--- config.mk ---
export PLATFORM = sky130hd
export DESIGN_NAME = parking_occupancy_tracker
export DESIGN_NICKNAME = d
export VERILOG_FILES = /design/src/rtl/parking_occupancy_tracker.sv
export SDC_FILE = /design/constraint.sdc
export NUM_CORES = 1
export LEC_CHECK = 0
export BUFFER_PORTS_ARGS = -buffer_cell sky130_fd_sc_hd__buf_2
export CORE_ASPECT_RATIO = 2
export CORE_MARGIN = 2
export CORE_UTILIZATION = 52
export DETAILED_ROUTE_END_ITERATION = 16
export PLACE_DENSITY = 0.79
export SLEW_MARGIN = 40
export SYNTH_ARGS = -nofsm -noshare
export SYNTH_HDL_FRONTEND = slang
export SYNTH_SLANG_ARGS = --single-unit
--- constraint.sdc ---
create_clock -name clk -period 6.45 [get_ports clk]
set_clock_uncertainty 0.05 [all_clocks]
set_input_delay 1.29 -clock clk [delete_from_list [all_inputs] [get_ports clk]]
set_output_delay 1.29 -clock clk [all_outputs]
set_load 0.005 [all_outputs]
--- src/rtl/parking_occupancy_tracker.sv ---
// Occupancy tracker: 2-flop sensor synchronisers, event detect, occupancy counter, per-lane gate FSMs.
// Optional build macro PARK_DEBOUNCE_EN: an event needs DEBOUNCE_CYCLES consecutive synchronised-high clocks.

module park_gate_fsm #(
   parameter int unsigned GATE_CYCLES = 8
) (
   input  logic clk,
   input  logic rst_n,
   input  logic accept,
   output logic idle,
   output logic gate_open
);
   localparam int unsigned GW = $clog2(GATE_CYCLES + 1);
   localparam logic [GW-1:0] OPEN_LAST = GW'(GATE_CYCLES - 1);

   typedef enum logic [1:0] {GATE_IDLE, GATE_OPEN, GATE_CLOSE} gate_state_t;

   gate_state_t     state;
   logic [GW-1:0]   open_cnt;

   always_ff @(posedge clk or negedge rst_n) begin
      if (!rst_n) begin
         state     <= GATE_IDLE;
         open_cnt  <= '0;
         gate_open <= 1'b0;
      end else begin
         case (state)
            GATE_IDLE: begin
               if (accept) begin
                  state     <= GATE_OPEN;
                  open_cnt  <= '0;
                  gate_open <= 1'b1;
               end
            end
            GATE_OPEN: begin
               if (open_cnt == OPEN_LAST) begin
                  state     <= GATE_CLOSE;
                  gate_open <= 1'b0;
               end else begin
                  open_cnt <= open_cnt + 1'b1;
               end
            end
            GATE_CLOSE: state <= GATE_IDLE;
            default: begin
               state     <= GATE_IDLE;
               gate_open <= 1'b0;
            end
         endcase
      end
   end

   assign idle = (state == GATE_IDLE);
endmodule

module parking_occupancy_tracker #(
   parameter int unsigned CAPACITY        = 4,
   parameter int unsigned CNT_W           = 3,
   parameter int unsigned GATE_CYCLES     = 8,
   parameter int unsigned DEBOUNCE_CYCLES = 4
) (
   input  logic             clk,
   input  logic             rst_n,
   input  logic             in_sensor,
   input  logic             out_sensor,
   output logic [CNT_W-1:0] parked,
   output logic [CNT_W-1:0] empty_slots,
   output logic             lot_full,
   output logic             lot_empty,
   output logic             gate_in_open,
   output logic             gate_out_open,
   output logic             reject_in,
   output logic             err_underflow
);
   localparam logic [CNT_W-1:0] CAP = CNT_W'(CAPACITY);

   if (CAPACITY < 1 || (2 ** CNT_W) <= CAPACITY || GATE_CYCLES < 1 || DEBOUNCE_CYCLES < 1) begin : g_bad_cfg
      $error("parking_occupancy_tracker: illegal parameter set");
   end

   // Lane bit 0 is entry, bit 1 is exit.
   logic [1:0] sens_s1, sens_s2, sens_evt;

   always_ff @(posedge clk or negedge rst_n) begin
      if (!rst_n) begin
         sens_s1 <= '0;
         sens_s2 <= '0;
      end else begin
         sens_s1 <= {out_sensor, in_sensor};
         sens_s2 <= sens_s1;
      end
   end

`ifdef PARK_DEBOUNCE_EN
   localparam int unsigned DB_W = $clog2(DEBOUNCE_CYCLES + 1);
   localparam logic [DB_W-1:0] DB_LAST = DB_W'(DEBOUNCE_CYCLES - 1);
   localparam logic [DB_W-1:0] DB_HELD = DB_W'(DEBOUNCE_CYCLES);

   logic [DB_W-1:0] high_cnt [2];

   // high_cnt saturates one past the firing value, so a held sensor fires once; any low clock re-arms.
   always_ff @(posedge clk or negedge rst_n) begin
      if (!rst_n) begin
         sens_evt <= '0;
         for (int unsigned i = 0; i < 2; i++) high_cnt[i] <= '0;
      end else begin
         for (int unsigned i = 0; i < 2; i++) begin
            sens_evt[i] <= sens_s2[i] && (high_cnt[i] == DB_LAST);
            if (!sens_s2[i])
               high_cnt[i] <= '0;
            else if (high_cnt[i] != DB_HELD)
               high_cnt[i] <= high_cnt[i] + 1'b1;
         end
      end
   end
`else
   logic [1:0] sens_d;

   always_ff @(posedge clk or negedge rst_n) begin
      if (!rst_n) begin
         sens_d   <= '0;
         sens_evt <= '0;
      end else begin
         sens_d   <= sens_s2;
         sens_evt <= sens_s2 & ~sens_d;
      end
   end
`endif

   logic in_evt, out_evt, in_idle, out_idle, in_acc, out_acc;
   logic [CNT_W-1:0] parked_nxt;

   assign in_evt  = sens_evt[0];
   assign out_evt = sens_evt[1];

   // A same-cycle accepted exit frees the slot the entry needs, so a full lot can still admit.
   always_comb begin
      out_acc    = out_evt && out_idle && (parked != '0);
      in_acc     = in_evt && in_idle && ((parked < CAP) || out_acc);
      parked_nxt = parked;
      if (in_acc && !out_acc)
         parked_nxt = parked + 1'b1;
      else if (out_acc && !in_acc)
         parked_nxt = parked - 1'b1;
   end

   always_ff @(posedge clk or negedge rst_n) begin
      if (!rst_n) begin
         parked        <= '0;
         empty_slots   <= CAP;
         lot_full      <= 1'b0;
         lot_empty     <= 1'b1;
         reject_in     <= 1'b0;
         err_underflow <= 1'b0;
      end else begin
         parked        <= parked_nxt;
         empty_slots   <= CAP - parked_nxt;
         lot_full      <= (parked_nxt == CAP);
         lot_empty     <= (parked_nxt == '0);
         reject_in     <= in_evt && !in_acc;
         err_underflow <= out_evt && (parked == '0);
      end
   end

   park_gate_fsm #(.GATE_CYCLES(GATE_CYCLES)) u_gate_in (
      .clk       (clk),
      .rst_n     (rst_n),
      .accept    (in_acc),
      .idle      (in_idle),
      .gate_open (gate_in_open)
   );

   park_gate_fsm #(.GATE_CYCLES(GATE_CYCLES)) u_gate_out (
      .clk       (clk),
      .rst_n     (rst_n),
      .accept    (out_acc),
      .idle      (out_idle),
      .gate_open (gate_out_open)
   );
endmodule

* After elaboration in Yosys (flattened, before gate mapping)
Index checks and enable logic that the tools add are counted.
Word-level totals: input port bits 4, flip-flop bits (word level) 32, output and inout port bits 12, logic and storage cells 83
Cells by class: mux-type cells 20, reductions and logical operators 24, $lt $le $gt $ge 1, $add $sub $neg 5, bitwise logic cells 4, equality and inequality tests 13
Operator list (number):
- two-way mux 4 bit | 4
- case mux 4 bit (2 select lines) | 2
- AND reduction 3 bit | 4
- adder 4 x 1 -> 4 bit (second input constant) | 2
- == test 4 x 3 -> 1 bit (second input constant) | 2
- logical AND 1 bit | 8
- two-way mux 2 bit | 4
- inequality test 2 x 1 -> 1 bit (second input constant) | 4
- case mux 2 bit (2 select lines) | 2
- logical NOT 3 bit | 2
- two-way mux 3 bit | 2
- case mux 1 bit (3 select lines) | 2
- == test 2 x 1 -> 1 bit (second input constant) | 2
- == test 2 bit (second input constant) | 2
- logical NOT 2 bit | 2
- two-way mux 1 bit | 4
- inequality test 2 bit (second input constant) | 2
- AND reduction 2 bit | 2
- nonzero test 2 bit | 2
- adder 3 x 1 -> 3 bit (second input constant) | 1
- == test 3 bit (second input constant) | 1
- < comparator 3 bit (second input constant) | 1
- nonzero test 3 bit | 1
- subtractor 3 x 1 -> 3 bit (second input constant) | 1
- other kinds (6) | 8

* Logic depth before layout (Yosys ltp)
Gate-level depths: netlist of run 1.
depth in word-level cells 10, depth in mapped cells 9, gate-level depth less buffers 9

* Cells and area by module
Synthesis of run 1 repeated with hierarchy kept, for this count alone.
Unflattened totals: cells, all modules 124, area, all modules 1467.7 µm²
Modules (own cells, without submodules):
- parking_occupancy_tracker | seq. area each 427.9 µm², times used 1, cells each 56, area each 742.0 µm²
- park_gate_fsm | seq. area each 175.2 µm², times used 2, cells each 34, area each 362.8 µm²

* Worst setup path before layout of run 1
Ideal clock, no wire load.
path kind reg2reg, from register parked[1], to register empty_slots[2], cell stages (with the launch flop) 9, data required time 6.342 ns, clock period less this slack 2.138 ns, buffers on the path 0, arrival 2.029 ns, library setup time 0.058 ns, path slack 4.312 ns, path through dfrtp_1 > inv_1 > ha_1 > or4b_4 > a31oi_2 > xnor2_1 > ha_1 > ha_1 > inv_1
Between the ends: word-level cells in the longest chain between the ends 9
RTL lines:
- start, declared | RTL line 65 | output logic [CNT_W-1:0] parked,
- start signal, assigned | RTL line 155 | parked <= parked_nxt;
- parallel branches: the longest is 7 deep, another holds < comparator 3 bit
- two-way mux 3 bit (*) | RTL line 140 | if (in_acc && !out_acc)
- subtractor 3 bit (*) | RTL line 156 | empty_slots <= CAP - parked_nxt;
- end signal, assigned | RTL line 156
- end, declared | RTL line 66 | output logic [CNT_W-1:0] empty_slots,
Every way passes the cells marked *. A chain may end at the register's enable or synchronous reset.

* Worst setup path after layout of run 1
Ends and elaborated chain as after synthesis.

==> flow_summary.ini, run 1 <==
[synth]
synth_compound_area_share_pct = 12.5
synth_cell_type_count = 42
yosysSeqAreaShare_pct = 55.7
syn-num-nets = 127
synth_top_area_share_pct = 52.0
synthArstFlopShare_pct = 100
synthAdderAreaFrac_pct = 7.17
synth.area.mux_share_pct = 1.43
synthCells = 115
synth_xor_xnor_area_share_pct = 2.51
synth_enable_flop_cells = 0
yosysWarnings = 0
synth_top_family_by_area = simple AND/OR/NAND/NOR gates
synth_commonest_cells = dfrtp_1 (29), ha_1 (8), nor2_1 (8)
syn_area_per_cell_sq_um = 12.1
yosys_most_used_dff = dfrtp_1
synth-simple-area-share_pct = 17.9
synthTopCellsByArea = dfrtp_1 (52%), ha_1 (7.2%), dfstp_2 (3.8%)
synth.cell_area_sq_mm = 0.00140
ys_seq_elements = 31
yosysMostFrequentCell = dfrtp_1
synth_largest_area_cell = dfrtp_1

[sta]
min_period_over_period_pct = 36.5
tightestPinTransition_ns = 0.654
whs_ns = 0.303
finalSetupViolCount = 0
clock.fmax_mhz = 425
finalHoldViolations = 0
maxSlewHeadroom_pct = 56.4
rsz0062_at_grt = false
timing.final.crit_period_ns = 2.35
slew_viol_final = 0
setup_tns_ns = 0

[route]
post-route-drc-count = 0
via_per_inst = 5.70
ant_nets = 0
drt_pre_antenna_iters = 3
drt_iter0_markers = 34
num_vias = 935
finalWirelength_microns = 2480
wire_per_inst_microns = 15.1

[floorplanning]
ioPinCount = 16
die_w_microns = 40.6
dieHeight_microns = 77.3
design.die.area_sq_mm = 0.00314
coreArea_sq_mm = 0.00257
row_count = 26
start_util_pct = 54.3

[global_route]
grt_overflow = 0
grt_use_met1_pct = 21.9
grt_pass1_wl_microns = 4290
grt_use_met2_pct = 32.2
grt_pass1_vias = 961
grt_max_degree = 32
use_met3_pct = 6.94
gr-usage-all-layers_pct = 20.0
antenna_found_initial = 0
busiest_layer = met2

[final_layout]
area_growth_pct = 15.0
drive_above_1_share_pct = 24.3
layout.nets = 147
seq_area_sq_um = 778
finalCoreUtilization_pct = 62.5
multiInputGateArea_sq_um = 581
nFillCells = 213
antenna_cells = 0

[flow_run]
cap_violations = 0

[worst_setup_path]
worstReg2RegStart = parked[1]$_DFF_PN0_
crit_path_start_kind = flop
ff2ff_path_depth = 9
critical_path_class = flop to flop
cp_data_arrival_time_ns = 2.53
cp_data_required_time_ns = 6.63
cpMostUsedCell = ha_1
cp-end-kind = flop
ff2ff_setup_slack_ns = 4.10
path_max_fanout = 7
crit_path_max_incr_delay_ns = 0.51
r2r_end = empty_slots[2]$_DFF_PN1_
crit_chain = inv_1, ha_1, or4b_4, a21oi_1, nor2_1, a22oi_1, ha_1, ha_1, inv_1
critPathSlowestCell = or4b_4

[clock_tree]
ctsResizeCount = 0
cts_setup_buffers = 0
cts.sinks = 31
cts_hold_buf = 0
cts_max_level = 2
cts_buffers = 5
cts_tree = done
root_buffer = clkbuf_8
clk_latency_ns = 0.28
cts_buffer_depth = 2
clkTransAtPathRegs_ns = 0.07

[pwr]
p_total_w = 0.000792
leakage_nw = 0.769
max-vdd-ir-drop_uv = 354
powerDensity_mw_per_mm2 = 493

[hold_path]
hold_path_end = sens_s2[1]$_DFF_PN0_
hp-start = sens_s1[1]$_DFF_PN0_
hold_path_depth = 0
min_path_type = flop to flop

[placement]
dp_hpwl_microns = 1880
port-buffer-count = 15
place_congestion = 0.707

[outcome]
status = complete, no violations
-- registers in the layout, indices dropped and copies added (netlist names) --
register,flops
u_gate_in.state,2
lot_full,1
u_gate_in.gate_open,1
empty_slots,3
u_gate_out.open_cnt,4
u_gate_in.open_cnt,4
lot_empty,1
sens_s2,2
sens_d,2
reject_in,1
sens_s1,2
sens_evt,2
u_gate_out.state,2
parked,2
u_gate_out.gate_open,1
err_underflow,1
-- per-stage QoR --
stage	instances	instance area (sq um)	worst slack, ns
floorplan	115	1400	4.31
global placement	156	1490	4.21
detailed placement	156	1490	4.11
CTS	164	1610	4.09
global route	164	1610	3.93
finish	164	1610	4.10
-- where the power goes --
group / total, W / switching [W] / internal [W]
clock: 0.000193 / 0.0000682 / 0.000125
combinational: 0.000283 / 0.000154 / 0.000129
sequential: 0.000315 / 0.0000548 / 0.000261
total: 0.000792 / 0.000277 / 0.000514
-- layout make-up --
class	count	area share [%]
timing repair buffer	15	4.68
inverter	5	1.17
clock inverter	2	2.18
tap	28	2.18
multi-input combinational	77	36.2
sequential	31	48.5
clock buffer	6	5.14
-- cell families after synthesis --
family	count (synthesis)
buffers and inverters	7
AO/OA/AOI/OAI	24
multiplexers	2
AND/OR/NAND/NOR	39
adder cells (fa/ha/maj)	8
XOR/XNOR	4
flip-flops	31
-- cells in the final DEF, fill, tap and decap left out, drive strengths merged --
master | netlist | layout
clkinv | 0 | 1
ha | 8 | 8
or4b | 1 | 1
a22o | 2 | 2
clkbuf | 0 | 6
or2b | 1 | 1
nand3 | 3 | 3
buf | 2 | 15
a31oi | 2 | 2
and2 | 1 | 1
nor3b | 2 | 2
mux2i | 2 | 2
and4b | 1 | 1
nor2b | 3 | 3
nor3 | 2 | 2
or3 | 1 | 1
a32oi | 1 | 1
nor2 | 9 | 9
dfrtp | 29 | 29
dfstp | 2 | 2
nand2b | 3 | 3
a21o | 2 | 2
and2b | 2 | 2
a22oi | 1 | 1
a311o | 1 | 1
and3b | 1 | 1
a311oi | 1 | 1
nand3b | 2 | 2
bufinv | 0 | 1
a21oi | 8 | 8
or3b | 2 | 2
inv | 5 | 5
nand2 | 5 | 5
o21ai | 5 | 5
o2bb2ai | 1 | 1
xnor2 | 4 | 4
-- worst max path at each step --
stage                                to  depth (start not counted)                 from
2_1_floorplan  empty_slots[2]$_DFF_PN1_                          8  parked[1]$_DFF_PN0_
3_3_place_gp   empty_slots[2]$_DFF_PN1_                          8  parked[1]$_DFF_PN0_
3_5_place_dp   empty_slots[2]$_DFF_PN1_                          9  parked[1]$_DFF_PN0_
4_1_cts        empty_slots[2]$_DFF_PN1_                          9  parked[1]$_DFF_PN0_
5_1_grt        empty_slots[2]$_DFF_PN1_                          9  parked[1]$_DFF_PN0_
6_report       empty_slots[2]$_DFF_PN1_                          9  parked[1]$_DFF_PN0_
-- layer usage --
| metal | up-vias | wire [microns] | part of all wire [%] |
|---|---|---|---|
| met5 | - | 0 | 0 |
| met4 | 0 | 60 | 2.4 |
| met3 | 6 | 88 | 3.6 |
| met2 | 17 | 1380 | 56 |
| met1 | 466 | 949 | 38 |
| li1 | 446 | - | - |
-- critical path, delay by kind of cell (launching register included) --
family,cells,cell delay (ns)
flops,1,0.47
buf+inv,2,0.17
compound gates,2,0.38
fa+ha+maj,3,0.65
simple gates,2,0.59
No activity file was read; power rests on OpenSTA's default activity.
==> inputs of run 2 (changes only) <==
--- a/config.mk
+++ b/config.mk
@@ -5,12 +5,13 @@
 export SDC_FILE = /design/constraint.sdc
 export NUM_CORES = 1
 export LEC_CHECK = 0
+export ABC_AREA = 1
 export BUFFER_PORTS_ARGS = -buffer_cell sky130_fd_sc_hd__buf_2
 export CORE_ASPECT_RATIO = 2
 export CORE_MARGIN = 2
-export CORE_UTILIZATION = 52
+export CORE_UTILIZATION = 50
 export DETAILED_ROUTE_END_ITERATION = 16
-export PLACE_DENSITY = 0.79
+export PLACE_DENSITY = 0.8
 export SLEW_MARGIN = 40
 export SYNTH_ARGS = -nofsm -noshare
 export SYNTH_HDL_FRONTEND = slang
==> constraint.sdc (replaced) <==
create_clock -name clk -period 2 [get_ports clk]
set_clock_uncertainty 0.05 [all_clocks]
set_input_delay 0.4 -clock clk [delete_from_list [all_inputs] [get_ports clk]]
set_output_delay 0.4 -clock clk [all_outputs]
set_load 0.005 [all_outputs]
==> run 2 against run 1 <==
Effect of this change:
- combinational power grew to 3.4 times the previous value
- synthesized cell count is 20% higher
- final area is 1.7% lower
- core utilization is 1.1 points lower
- clock power grew to 2.7 times the previous value
- first-iteration DRC count is 68% lower
- critical path type unchanged
- clock-buffer cell count is 2 higher
==> flow_summary.ini, run 2 <==
[synth]
syn-num-nets = 150
synthCells = 138
yosysMostFrequentCell = dfrtp_1
ys_seq_elements = 31
yosys_most_used_dff = dfrtp_1
synth_enable_flop_cells = 0
synth_commonest_cells = dfrtp_1 (29), nand2_1 (26), inv_1 (21)
yosysWarnings = 0
synth_cell_type_count = 24
synthTopCellsByArea = dfrtp_1 (53%), ha_1 (7.4%), nand2_1 (7.2%)
yosysSeqAreaShare_pct = 57.3
synth_largest_area_cell = dfrtp_1
synthArstFlopShare_pct = 100
synth.cell_area_sq_mm = 0.00136
synth_top_area_share_pct = 53.4
syn_area_per_cell_sq_um = 9.85

[floorplanning]
ioPinCount = 16
die_w_microns = 40.9
dieHeight_microns = 77.7
design.die.area_sq_mm = 0.00318
row_count = 26
start_util_pct = 52.9
coreArea_sq_mm = 0.00257

[sta]
tightestPinTransition_ns = 0.640
setup_tns_ns = 0
timing.final.crit_period_ns = 1.86
whs_ns = 0.0912
min_period_over_period_pct = 93.0
finalHoldViolations = 0
maxSlewHeadroom_pct = 57.3
slew_viol_final = 0
finalSetupViolCount = 0
clock.fmax_mhz = 538

[worst_setup_path]
crit_path_start_kind = flop
critPathLaunch = parked[1]$_DFF_PN0_
cp-end-kind = flop
cp_data_arrival_time_ns = 2.03
cpMostUsedCell = ha_1
critPathSlowestCell = dfrtp_1
path_depth = 11
crit_family = adder cells
ff2ff_path_depth = 11
crit_chain = inv_2, ha_1, nand2_2, nand3_4, nand3_2, nand2_2, nor2_1, nor2_1, ha_1, ha_1, inv_1
critPathBufInv = 2
crit_path_max_incr_delay_ns = 0.39
path_max_fanout = 5
worstReg2RegStart = parked[1]$_DFF_PN0_
critical_path_class = flop to flop
cp_data_required_time_ns = 2.17

[final_layout]
drive_above_1_share_pct = 26.5
final_common_cell = dfrtp_1
finalCoreUtilization_pct = 61.4
layout.nets = 173
area_growth_pct = 16.1
instances_no_fill = 190
antenna_cells = 0
final_cell_mix = dfrtp_1 (29), nand2_1 (26), inv_1 (19), buf_2 (15), nor2_1 (12)
top_regs = u_gate_in.open_cnt (4), u_gate_out.open_cnt (4), empty_slots (3)

[route]
top_layer = met4
finalWirelength_microns = 2430
post-route-drc-count = 0
met3RoutedLength_microns = 86
wl_met2_microns = 1390
via_per_inst = 5.07
wirelength_met1_microns = 855
drt_iter0_markers = 11
ant_nets = 0
wire_per_inst_microns = 12.8
num_vias = 963
drt_pre_antenna_iters = 6

[clock_tree]
cts_tree = done
clkTransAtPathRegs_ns = 0.06
cts_buffers = 5
cts_max_level = 2
root_buffer = clkbuf_8
cts_buffer_depth = 2
clk_latency_ns = 0.28
cts_hold_buf = 0
cts.sinks = 31

[global_route]
grt_pass1_wl_microns = 4180
grt_overflow = 0
grt_max_degree = 32
antenna_found_initial = 0
grt_pass1_vias = 1008
gr-usage-all-layers_pct = 19.9

[placement]
dp_hpwl_microns = 1810
place_inst = 181
port-buffer-count = 15
place_congestion = 0.788

[outcome]
status = complete, no violations

[pwr]
p_total_w = 0.00245
leakage_nw = 0.869
powerDensity_mw_per_mm2 = 1550
max-vdd-ir-drop_uv = 877

[hold_path]
min_path_type = primary input to asynchronous set/reset pin

[flow_run]
cap_violations = 0
run 2: cells by family (layout without fill, tap and decap cells):
logic type               Yosys count  in the layout  synth area share [%]
flip-flops                        31             31                  57.3
adder cells (fa/ha/maj)            8              8                  7.37
XOR/XNOR                           3              3                  1.93
buffers and inverters             26             50                  7.55
AND/OR/NAND/NOR                   59             59                  21.5
AO/OA/AOI/OAI                     11             11                  4.42
run 2: layer usage:
metal / vias up / global-route usage (%)
met5: - / 0
met4: 0 / 12.0
met3: 8 / 6.86
met2: 23 / 32.3
met1: 458 / 19.6
li1: 474 / -
run 2: what timing repair did:
action / 4_1_cts / 5_1_grt
buffers inserted: 0 / 1
endpoints found under the setup margin: 0 / 1
gates resized for setup: 0 / 3
run 2: final cells by class:
cell class	count	area, sq um
tap	28	35.0
clock buffer	8	100
inverter	25	96.3
timing repair buffer	17	90.1
fill	216	992
sequential	31	778
multi-input combinational	81	478
run 2: where the power goes:
part	leakage (nW)	total, W	switching (W)	internal [W]
clock	0.0515	0.000522	0.000208	0.000313
combinational	0.433	0.000952	0.000574	0.000378
sequential	0.385	0.000976	0.000131	0.000845
total	0.869	0.00245	0.000913	0.00154
run 2: path summary, 6_finish.rpt:
kind | end | slack (ns)
setup / recovery | empty_slots[2]$_DFF_PN1_ | 0.14
hold / removal | err_underflow$_DFF_PN0_ | 0.09
setup reg to reg | empty_slots[2]$_DFF_PN1_ | 0.14
hold reg to reg | sens_s2[0]$_DFF_PN0_ | 0.31
max in group asynchronous | u_gate_in.open_cnt[1]$_DFFE_PN0P_ | 1.38
min in group clk | sens_s1[0]$_DFF_PN0_ | 0.18
run 2: metrics by stage:
| step | setup slack (ns) | instance area (sq um) |
|---|---|---|
| finish | 0.140 | 1580 |
| CTS | 0.0840 | 1570 |
| floorplan | 0.206 | 1360 |
| global route | -0.0000806 | 1580 |
| detailed placement | 0.119 | 1470 |
| global placement | 0.167 | 1470 |
